### src/rtl/branch_target_predictor.sv
// -----------------------------------------------------------------------------
// branch_target_predictor
//
// Direct-mapped branch target buffer with a 2-bit saturating direction counter
// per entry. Sits upstream of the fetch PC register. For every fetch PC it
// combinationally supplies the predicted next PC. It is trained by the EX stage
// with each resolved branch or JAL. It also keeps saturating debug counters for
// resolved branches and mispredictions.
//
// Ports
//   clk             pipeline clock, all state changes on posedge
//   reset           synchronous, active-high; has priority over updates
//   PC_FE           current fetch PC
//   pcpred_FE       predicted next fetch PC (combinational from PC_FE)
//   predtaken_FE    1 = BTB hit with a taken-leaning counter
//   upd_valid_EX    EX resolved a branch/JAL this cycle
//   upd_pc_EX       PC of the resolved instruction
//   upd_isjmp_EX    resolved instruction is a JAL
//   upd_taken_EX    actual direction
//   upd_target_EX   actual target when taken
//   upd_mispred_EX  EX flagged a misprediction for this instruction
//   brcount         saturating count of resolved branches/JALs
//   mispredcount    saturating count of mispredictions
// -----------------------------------------------------------------------------
module branch_target_predictor #(
  parameter int          DBITS     = 32,
  parameter logic [31:0] INSTSIZE  = 32'd4,
  parameter int          INDEXBITS = 4,
  parameter int          TAGBITS   = 10,
  parameter int          STATBITS  = 16
) (
  input  logic                clk,
  input  logic                reset,
  input  logic [DBITS-1:0]    PC_FE,
  output logic [DBITS-1:0]    pcpred_FE,
  output logic                predtaken_FE,
  input  logic                upd_valid_EX,
  input  logic [DBITS-1:0]    upd_pc_EX,
  input  logic                upd_isjmp_EX,
  input  logic                upd_taken_EX,
  input  logic [DBITS-1:0]    upd_target_EX,
  input  logic                upd_mispred_EX,
  output logic [STATBITS-1:0] brcount,
  output logic [STATBITS-1:0] mispredcount
);

  localparam int ENTRIES = 1 << INDEXBITS;
  localparam int IDX_LO  = 2;
  localparam int IDX_HI  = INDEXBITS + 1;
  localparam int TAG_LO  = INDEXBITS + 2;
  localparam int TAG_HI  = INDEXBITS + TAGBITS + 1;

  localparam logic [1:0] CTR_MAX   = 2'b11;
  localparam logic [1:0] CTR_MIN   = 2'b00;
  localparam logic [1:0] CTR_ALLOC = 2'b10;  // weakly taken for a new branch

  // BTB storage
  logic [ENTRIES-1:0] valid_q;
  logic [1:0]         ctr_q    [ENTRIES];
  logic [TAGBITS-1:0] tag_q    [ENTRIES];
  logic [DBITS-1:0]   target_q [ENTRIES];

  // Statistics
  logic [STATBITS-1:0] brcount_q, brcount_d;
  logic [STATBITS-1:0] mispred_q, mispred_d;

  // ---------------------------------------------------------------------------
  // Fetch-side lookup (zero latency, sees pre-update contents)
  // ---------------------------------------------------------------------------
  logic [INDEXBITS-1:0] fe_idx;
  logic [TAGBITS-1:0]   fe_tag;
  logic                 fe_hit;

  assign fe_idx       = PC_FE[IDX_HI:IDX_LO];
  assign fe_tag       = PC_FE[TAG_HI:TAG_LO];
  assign fe_hit       = valid_q[fe_idx] && (tag_q[fe_idx] == fe_tag);
  assign predtaken_FE = fe_hit && ctr_q[fe_idx][1];
  assign pcpred_FE    = predtaken_FE ? target_q[fe_idx]
                                     : PC_FE + DBITS'(INSTSIZE);

  // ---------------------------------------------------------------------------
  // EX-side training decision
  // ---------------------------------------------------------------------------
  logic [INDEXBITS-1:0] upd_idx;
  logic [TAGBITS-1:0]   upd_tag;
  logic                 upd_hit;
  logic                 upd_taken;
  logic                 upd_alloc;       // claim the entry for upd_tag
  logic                 upd_wr_ctr;      // write upd_ctr_d into the entry
  logic                 upd_wr_target;   // write upd_target_EX into the entry
  logic [1:0]           upd_ctr_cur;
  logic [1:0]           upd_ctr_d;

  assign upd_idx     = upd_pc_EX[IDX_HI:IDX_LO];
  assign upd_tag     = upd_pc_EX[TAG_HI:TAG_LO];
  assign upd_hit     = valid_q[upd_idx] && (tag_q[upd_idx] == upd_tag);
  assign upd_ctr_cur = ctr_q[upd_idx];
  // A JAL is always taken, even if EX happens to leave the direction bit low.
  assign upd_taken   = upd_taken_EX || upd_isjmp_EX;

  // NOTE: every signal assigned here gets a default first, so no path leaves
  // it unassigned and no latch is inferred.
  always_comb begin
    upd_alloc     = 1'b0;
    upd_wr_ctr    = 1'b0;
    upd_wr_target = 1'b0;
    upd_ctr_d     = upd_ctr_cur;
    if (upd_valid_EX) begin
      if (upd_hit) begin
        upd_wr_ctr = 1'b1;
        if (upd_isjmp_EX) begin
          upd_ctr_d     = CTR_MAX;
          upd_wr_target = 1'b1;
        end else if (upd_taken) begin
          upd_ctr_d     = (upd_ctr_cur == CTR_MAX) ? CTR_MAX : upd_ctr_cur + 2'd1;
          upd_wr_target = 1'b1;
        end else begin
          upd_ctr_d     = (upd_ctr_cur == CTR_MIN) ? CTR_MIN : upd_ctr_cur - 2'd1;
        end
      end else if (upd_taken) begin
        // Miss with a taken outcome evicts whatever aliases to this index.
        upd_alloc     = 1'b1;
        upd_wr_ctr    = 1'b1;
        upd_wr_target = 1'b1;
        upd_ctr_d     = upd_isjmp_EX ? CTR_MAX : CTR_ALLOC;
      end
    end
  end

  // Saturating statistics counters
  always_comb begin
    brcount_d = brcount_q;
    mispred_d = mispred_q;
    if (upd_valid_EX && (brcount_q != '1)) begin
      brcount_d = brcount_q + STATBITS'(1);
    end
    if (upd_valid_EX && upd_mispred_EX && (mispred_q != '1)) begin
      mispred_d = mispred_q + STATBITS'(1);
    end
  end

  // ---------------------------------------------------------------------------
  // State
  // ---------------------------------------------------------------------------
  // NOTE: sequential state uses non-blocking assignments so every register
  // samples values from before the edge, independent of block ordering.
  always_ff @(posedge clk) begin
    if (reset) begin
      valid_q   <= '0;
      for (int i = 0; i < ENTRIES; i++) begin
        ctr_q[i] <= CTR_MIN;
      end
      brcount_q <= '0;
      mispred_q <= '0;
    end else begin
      if (upd_alloc) begin
        valid_q[upd_idx] <= 1'b1;
      end
      if (upd_wr_ctr) begin
        ctr_q[upd_idx] <= upd_ctr_d;
      end
      brcount_q <= brcount_d;
      mispred_q <= mispred_d;
    end
  end

  // NOTE: tag and target arrays are deliberately left out of reset. A cleared
  // valid bit already hides them, and keeping them reset-free lets them map to
  // plain storage.
  always_ff @(posedge clk) begin
    if (!reset) begin
      if (upd_alloc) begin
        tag_q[upd_idx] <= upd_tag;
      end
      if (upd_wr_target) begin
        target_q[upd_idx] <= upd_target_EX;
      end
    end
  end

  assign brcount      = brcount_q;
  assign mispredcount = mispred_q;

endmodule

### config.mk
export PLATFORM = sky130hd
export DESIGN_NAME = branch_target_predictor
export DESIGN_NICKNAME = d
export VERILOG_FILES = /design/src/rtl/branch_target_predictor.sv
export SDC_FILE = /design/constraint.sdc
export NUM_CORES = 1
export LEC_CHECK = 0
export CAP_MARGIN = 25
export CORE_ASPECT_RATIO = 1.4
export CORE_MARGIN = 2
export CORE_UTILIZATION = 60
export DETAILED_ROUTE_END_ITERATION = 12
export GPL_TIMING_DRIVEN = 0
export PLACE_DENSITY = 0.8
export SLEW_MARGIN = 20
export SYNTH_ARGS = -nofsm -noshare
export SYNTH_HDL_FRONTEND = slang
export SYNTH_SLANG_ARGS = --single-unit
### constraint.sdc
create_clock -name clk -period 5 [get_ports clk]
set_input_delay 0.5 -clock clk [delete_from_list [all_inputs] [get_ports clk]]
set_output_delay 0.5 -clock clk [all_outputs]
set_load 0.01 [all_outputs]
After elaboration in Yosys (flattened, before gate mapping). Memory sizes are Yosys's and may differ from the RTL's. Index checks and enable logic that the tools add are counted.

$add $sub $neg: 5. Multipliers: 0. Divide/modulo/power cells: 0. Magnitude comparators: 3. Equal/unequal tests: 5. Shift-type cells: 0. Multiplexer cells: 37. Bitwise operators: 1. Reduce and logical (&&, ||, !) cells: 10.

Operators by type and width (number): 16-bit by 1-bit adder with 16-bit output (second input constant) (2); 32-bit by 3-bit adder with 32-bit output (second input constant) (1); 32-bit 2-to-1 mux (1); 16-bit != test (second input constant) (2); 1-bit 2-to-1 mux (24); 10-bit equality test (2); 2-bit 2-to-1 mux (8); 16-bit bitwise OR (1); 4-bit by 5-bit less-than comparator with 1-bit output (second input constant) (2); 1-bit binary-select mux with 4-bit select (2); 1-bit logical AND (7); 1-bit demux with 4-bit select (1); 4-bit by 1-bit greater-or-equal comparator with 1-bit output (second input constant) (1); 4-bit 2-to-1 mux (1); 2-bit by 1-bit adder with 2-bit output (second input constant) (1); 2-bit equality test (second input constant) (1); 2-bit logical NOT (1); 2-bit OR reduction (1); 2-bit by 1-bit subtractor with 2-bit output (second input constant) (1); 1-bit logical OR (1).

Bits in registers: 48. Latch bits: 0. RAM bits: 704. Bits in read-only memories: 0. Memories: 3.

Memory list: target_q (depth 16, bits a word 32, rd ports 1, clocked after memory_dff 0, write ports 1, line 61) `logic [DBITS-1:0] target_q [ENTRIES];`; tag_q (depth 16, bits a word 10, rd ports 2, clocked after memory_dff 0, write ports 1, line 60) `logic [TAGBITS-1:0] tag_q [ENTRIES];`; ctr_q (depth 16, bits a word 2, rd ports 2, clocked after memory_dff 0, write ports 16, line 59) `logic [1:0] ctr_q [ENTRIES];`.

Logic depth before layout (Yosys ltp).
Depth in word-level cells: 10. Mapped depth: 13.

Worst setup path after synthesis. OpenSTA, ideal clock, no wires.

Path type: input -> register. Start point: in upd_pc_EX[2]. End point: mem tag_q[0][0] (enable). Data arrival time: 3567 ps. Required time: 4593 ps. Path slack: 1026 ps. Cell stages on the path: 11. Path through: buf_2 buf_4 mux4_2 a22oi_1 o211ai_1 a21boi_0 and4_1 and4_1 buf_2 buf_2 nor4_1.

Cells in the longest elaborated chain, start to end: 8. Elaborated cells between the ends (all ways): 10. Classes of those cells: eq/ne: 1; mux: 7; reduce/logical: 1; memory: 1.

Ends and longest elaborated chain: start: declaration (line 38) `input logic [DBITS-1:0] upd_pc_EX,`; memory read 16 x 10 bit / 1-bit binary-select mux with 4-bit select (equally long branches); 10-bit equality test / 1-bit 2-to-1 mux (equally long branches) (line 96) `assign upd_hit = valid_q[upd_idx] && (tag_q[upd_idx] == upd_tag);`; 1-bit logical AND (line 96); 1-bit 2-to-1 mux (line 109) `if (upd_hit) begin`; 1-bit 2-to-1 mux (line 108) `if (upd_valid_EX) begin`; 1-bit 2-to-1 mux (line 172) `if (upd_alloc) begin`; 1-bit 2-to-1 mux (line 171) `if (!reset) begin`; 1-bit 2-to-1 mux (implied by the code) (line 173) `tag_q[upd_idx] <= upd_tag;`; end: declaration (line 60).

Parallel ways exist; a longest one is shown, timed or not. The select of a mux whose other input is x is not followed.

Worst setup path after layout.
Start point: in PC_FE[3]. End point: out pcpred_FE[8].

Cells in the longest elaborated chain, start to end: 5. Elaborated cells between the ends (all ways): 10. Classes of those cells: add/sub: 1; eq/ne: 1; mux: 3; reduce/logical: 2; memory: 3.

Ends and longest elaborated chain: start: declaration (line 34) `input logic [DBITS-1:0] PC_FE,`; memory read 16 x 10 bit / 1-bit binary-select mux with 4-bit select (equally long branches); 10-bit equality test / 1-bit 2-to-1 mux (equally long branches) (line 76) `assign fe_hit = valid_q[fe_idx] && (tag_q[fe_idx] == fe_tag);`; 1-bit logical AND (line 76); 1-bit logical AND (line 77) `assign predtaken_FE = fe_hit && ctr_q[fe_idx][1];`; 32-bit 2-to-1 mux (*) (line 78) `assign pcpred_FE = predtaken_FE ? target_q[fe_idx]`; end: declaration (line 35) `output logic [DBITS-1:0] pcpred_FE,`.

Every way passes the cells marked *; elsewhere a longest branch is shown, timed or not. The select of a mux whose other input is x is not followed.

==> results.toml <==
[synth]
synth_top_family_by_area = "multiplexers"
syn_inst = 1640
synth-simple-area-share = 0.0395
synth-edff-count = 704
synth.yosys.warnings = 0
ys_top_cells_by_area = "edfxtp_1 (66%), mux4_2 (18%), dfxtp_1 (3.0%)"
synthXorXnorAreaFrac = 0.0213
yosys.area.top_type_share = 0.659
synthAdderAreaFrac = 0.00148
ys_seq_area_frac = 0.689
synthMuxAreaShare = 0.207
syn_nets = 1745
syn_area_um2 = 32100
synth_seq_cells = 752
synth_compound_area_frac = 0.0243
avgSynthCellArea_um2 = 19.6
async_reset_ff_frac = 0
synth_flop_cell = "edfxtp_1"
yosysUniqueCellTypes = 55
yosys.area.top_type = "edfxtp_1"

[setup_path]
cp_common_cell = "buf_6"
start_kind = "primary input"
max_stage_delay_ns = 0.61
worstReg2RegStart = "tag_q[15][2]"
startpoint = "PC_FE[3]"
cpLargestDelayFamily = "buffers and inverters"
endpoint_kind = "output port"
path_max_fanout = 10
required_ns = 4.50
crit_chain = "clkdlybuf4s50_1 -> buf_6 -> buf_6 -> mux4_2 -> mux4_2 -> xnor2_4 -> nand4_1 -> and4bb_1 -> nand4b_4 -> buf_6 -> mux2_4 -> clkdlybuf4s50_1"
crit_type = "in2out"
crit_slowest_cell = "clkdlybuf4s50_1"
path_buf_inv = 5
crit_arrival_ns = 4.53

[drt]
top_layer = "met5"
drc_errors = 0
wl_met3_um = 8010
drt_iter0_drc = 2465
avgRoutedWirePerCell_um = 32.0
routed_wl_um = 85700
wl_met1_um = 28400
vias = 18300
dr_wl_met2_um = 45000
antenna_left = 0
via_per_inst = 6.83
dr.pass1.iters = 7

[power_and_ir_drop]
ir_worst_vdd_v = 0.000359
cellPowerDensity_nw_per_um2 = 347
p_leak_nw = 12.3
fin_total_pwr_mw = 13.0

[place]
place_ws_ns = -1.05
port_buffers = 143
dp_hpwl_um = 55100
gp_congestion = 0.942
postPlaceCellArea_um2 = 35100
dpl.cell_count = 2550

[grt]
antenna_found_initial = 8
grt_pass1_vias = 18800
grt_max_degree = 22
grt_pass1_wl_um = 125000
grt_remaining_overflow = 0
grt_usage = 0.320

[clocking]
cts.sinks = 752
cts_max_level = 3
cts-root-buf = "clkbuf_16"
clk-insertion-delay-late_ns = 0.61
cts_tree = "built"
post_cts_buffers = 0
cts_inserted_buffers = 70
clockBufferDepth = 3
clk_pin_slew_worst_paths_ns = 0.06

[sta]
fmaxAchievable_mhz = 199
worst-slew-pin-transition_ns = 0.936
post-route-period-util = 1.01
fin_worst_skew_ns = 0.0221
maxSlewViolCount = 0
period_needed_ns = 5.03
hold_viol = 0
hold_ws_ns = 0.221
setup_viol = 6
timing.final.ws_setup_ns = -0.0321
final.setup.tns_ns = -0.144
slew_headroom = 0.376

[final_layout]
utilization = 0.707
stdcell_area_um2 = 37500
fin_nets = 2014
fillCellCount = 3207
syn2layout_area_growth_pct = 16.9
layout_common_cells = "edfxtp_1 (704), mux4_2 (257), clkdlybuf4s50_1 (141), clkbuf_16 (71), nand2_1 (59)"
layout-drive-gt1-share = 0.288
final_common_cell = "edfxtp_1"
stdcell_count = 2680

[status]
violations = "setup timing"
status = "finished, violations left"

[floorplanning]
die_h_um = 278
rows = 100
start_util = 0.604
die_w_um = 199
coreArea_um2 = 53100
die-area_um2 = 55300
ios = 167

[run]
drv_cap = 0

[worst_hold_path]
min-delay-start = "reset"
min_path_type = "in2reg"
-- area by class of cell --
type                    instances  area (um2)  share of cell area
well taps                     714         893              0.0238
inverters                      14        52.6             0.00140
repair buffers                197        1970              0.0525
diodes                          4        10.0            0.000267
multi-input cells             777        9750               0.260
clock inverters                41         253             0.00674
clock buffers                  84        1860              0.0495
plain buffers                  97         611              0.0163
flip-flops and latches        752       22100               0.590
-- flip-flops by register name, indices dropped and copies added, names as in the netlist --
name	cells
mispredcount	16
ctr_q	32
valid_q	16
target_q	512
brcount	16
tag_q	160
-- Yosys cell counts, types with 2 or more instances --
cell type  instances
edfxtp_1         704
and4_1             5
nand3_1           40
buf_4             11
mux4_2           257
mux2_4            29
dfxtp_1           48
buf_2             30
nand2_1           59
clkbuf_1          44
nand2b_1           4
nor4_1            19
mux2i_1           33
buf_1              4
buf_6              8
a22oi_1            7
a211oi_1          18
or2_2              3
nor2b_1            5
xor2_1            31
and2_1             4
a21o_1            16
mux2_2             7
and3_1            18
o21ai_0           12
nand4_1           15
nor3_1             8
nand3b_1           2
xnor2_1           47
nor2_1            70
inv_1             12
a21oi_1           24
o211ai_1          21
ha_1               3
a31oi_1            2
-- metal layers --
metal | up-vias | global-route usage
li1 | 7365 | -
met1 | 9403 | 0.394
met2 | 1233 | 0.545
met3 | 282 | 0.0633
met4 | 8 | 0.152
met5 | - | 0
-- kinds of logic (layout without fill, tap and decap cells) --
kind of cell | Yosys count | in the layout
other | 0 | 4
adders and majority gates | 4 | 4
xor gates and xnor gates | 78 | 78
AOI/OAI and AO/OA | 111 | 111
and+or+nand+nor | 258 | 258
muxes | 326 | 326
buffers and inverters | 111 | 433
DFF | 752 | 752
-- worst reg2reg max path: stages, from the launching register on --
cell      delay (ns)
edfxtp_1        0.39
mux4_2          0.48
a22o_1          0.24
a221oi_1        0.32
xnor2_1         0.30
nor3_1          0.11
and4_1          0.18
buf_2           0.17
buf_2           0.22
nor4_2          0.69
buf_2           0.37
buf_4           0.21
-- timing repair --
item,4_1_cts,5_1_grt
endpoints found under the setup margin,33,31
pin swaps,1,0
hold buffers,0,0
resized for setup,55,11
-- worst paths after layout --
check	to	slack, ns	cells past startpoint
max	pcpred_FE[8]	-0.03	12
min	mispredcount[13]	0.22	2
max reg2reg	tag_q[8][9]	1.00	11
min reg2reg	valid_q[10]	0.48	1
-- where the power goes --
| group | switching [mW] | internal [mW] |
|---|---|---|
| Sequential | 0.0307 | 6.95 |
| Combinational | 0.560 | 0.449 |
| Clock | 2.32 | 2.71 |
Power figures use the tool's default switching activity.
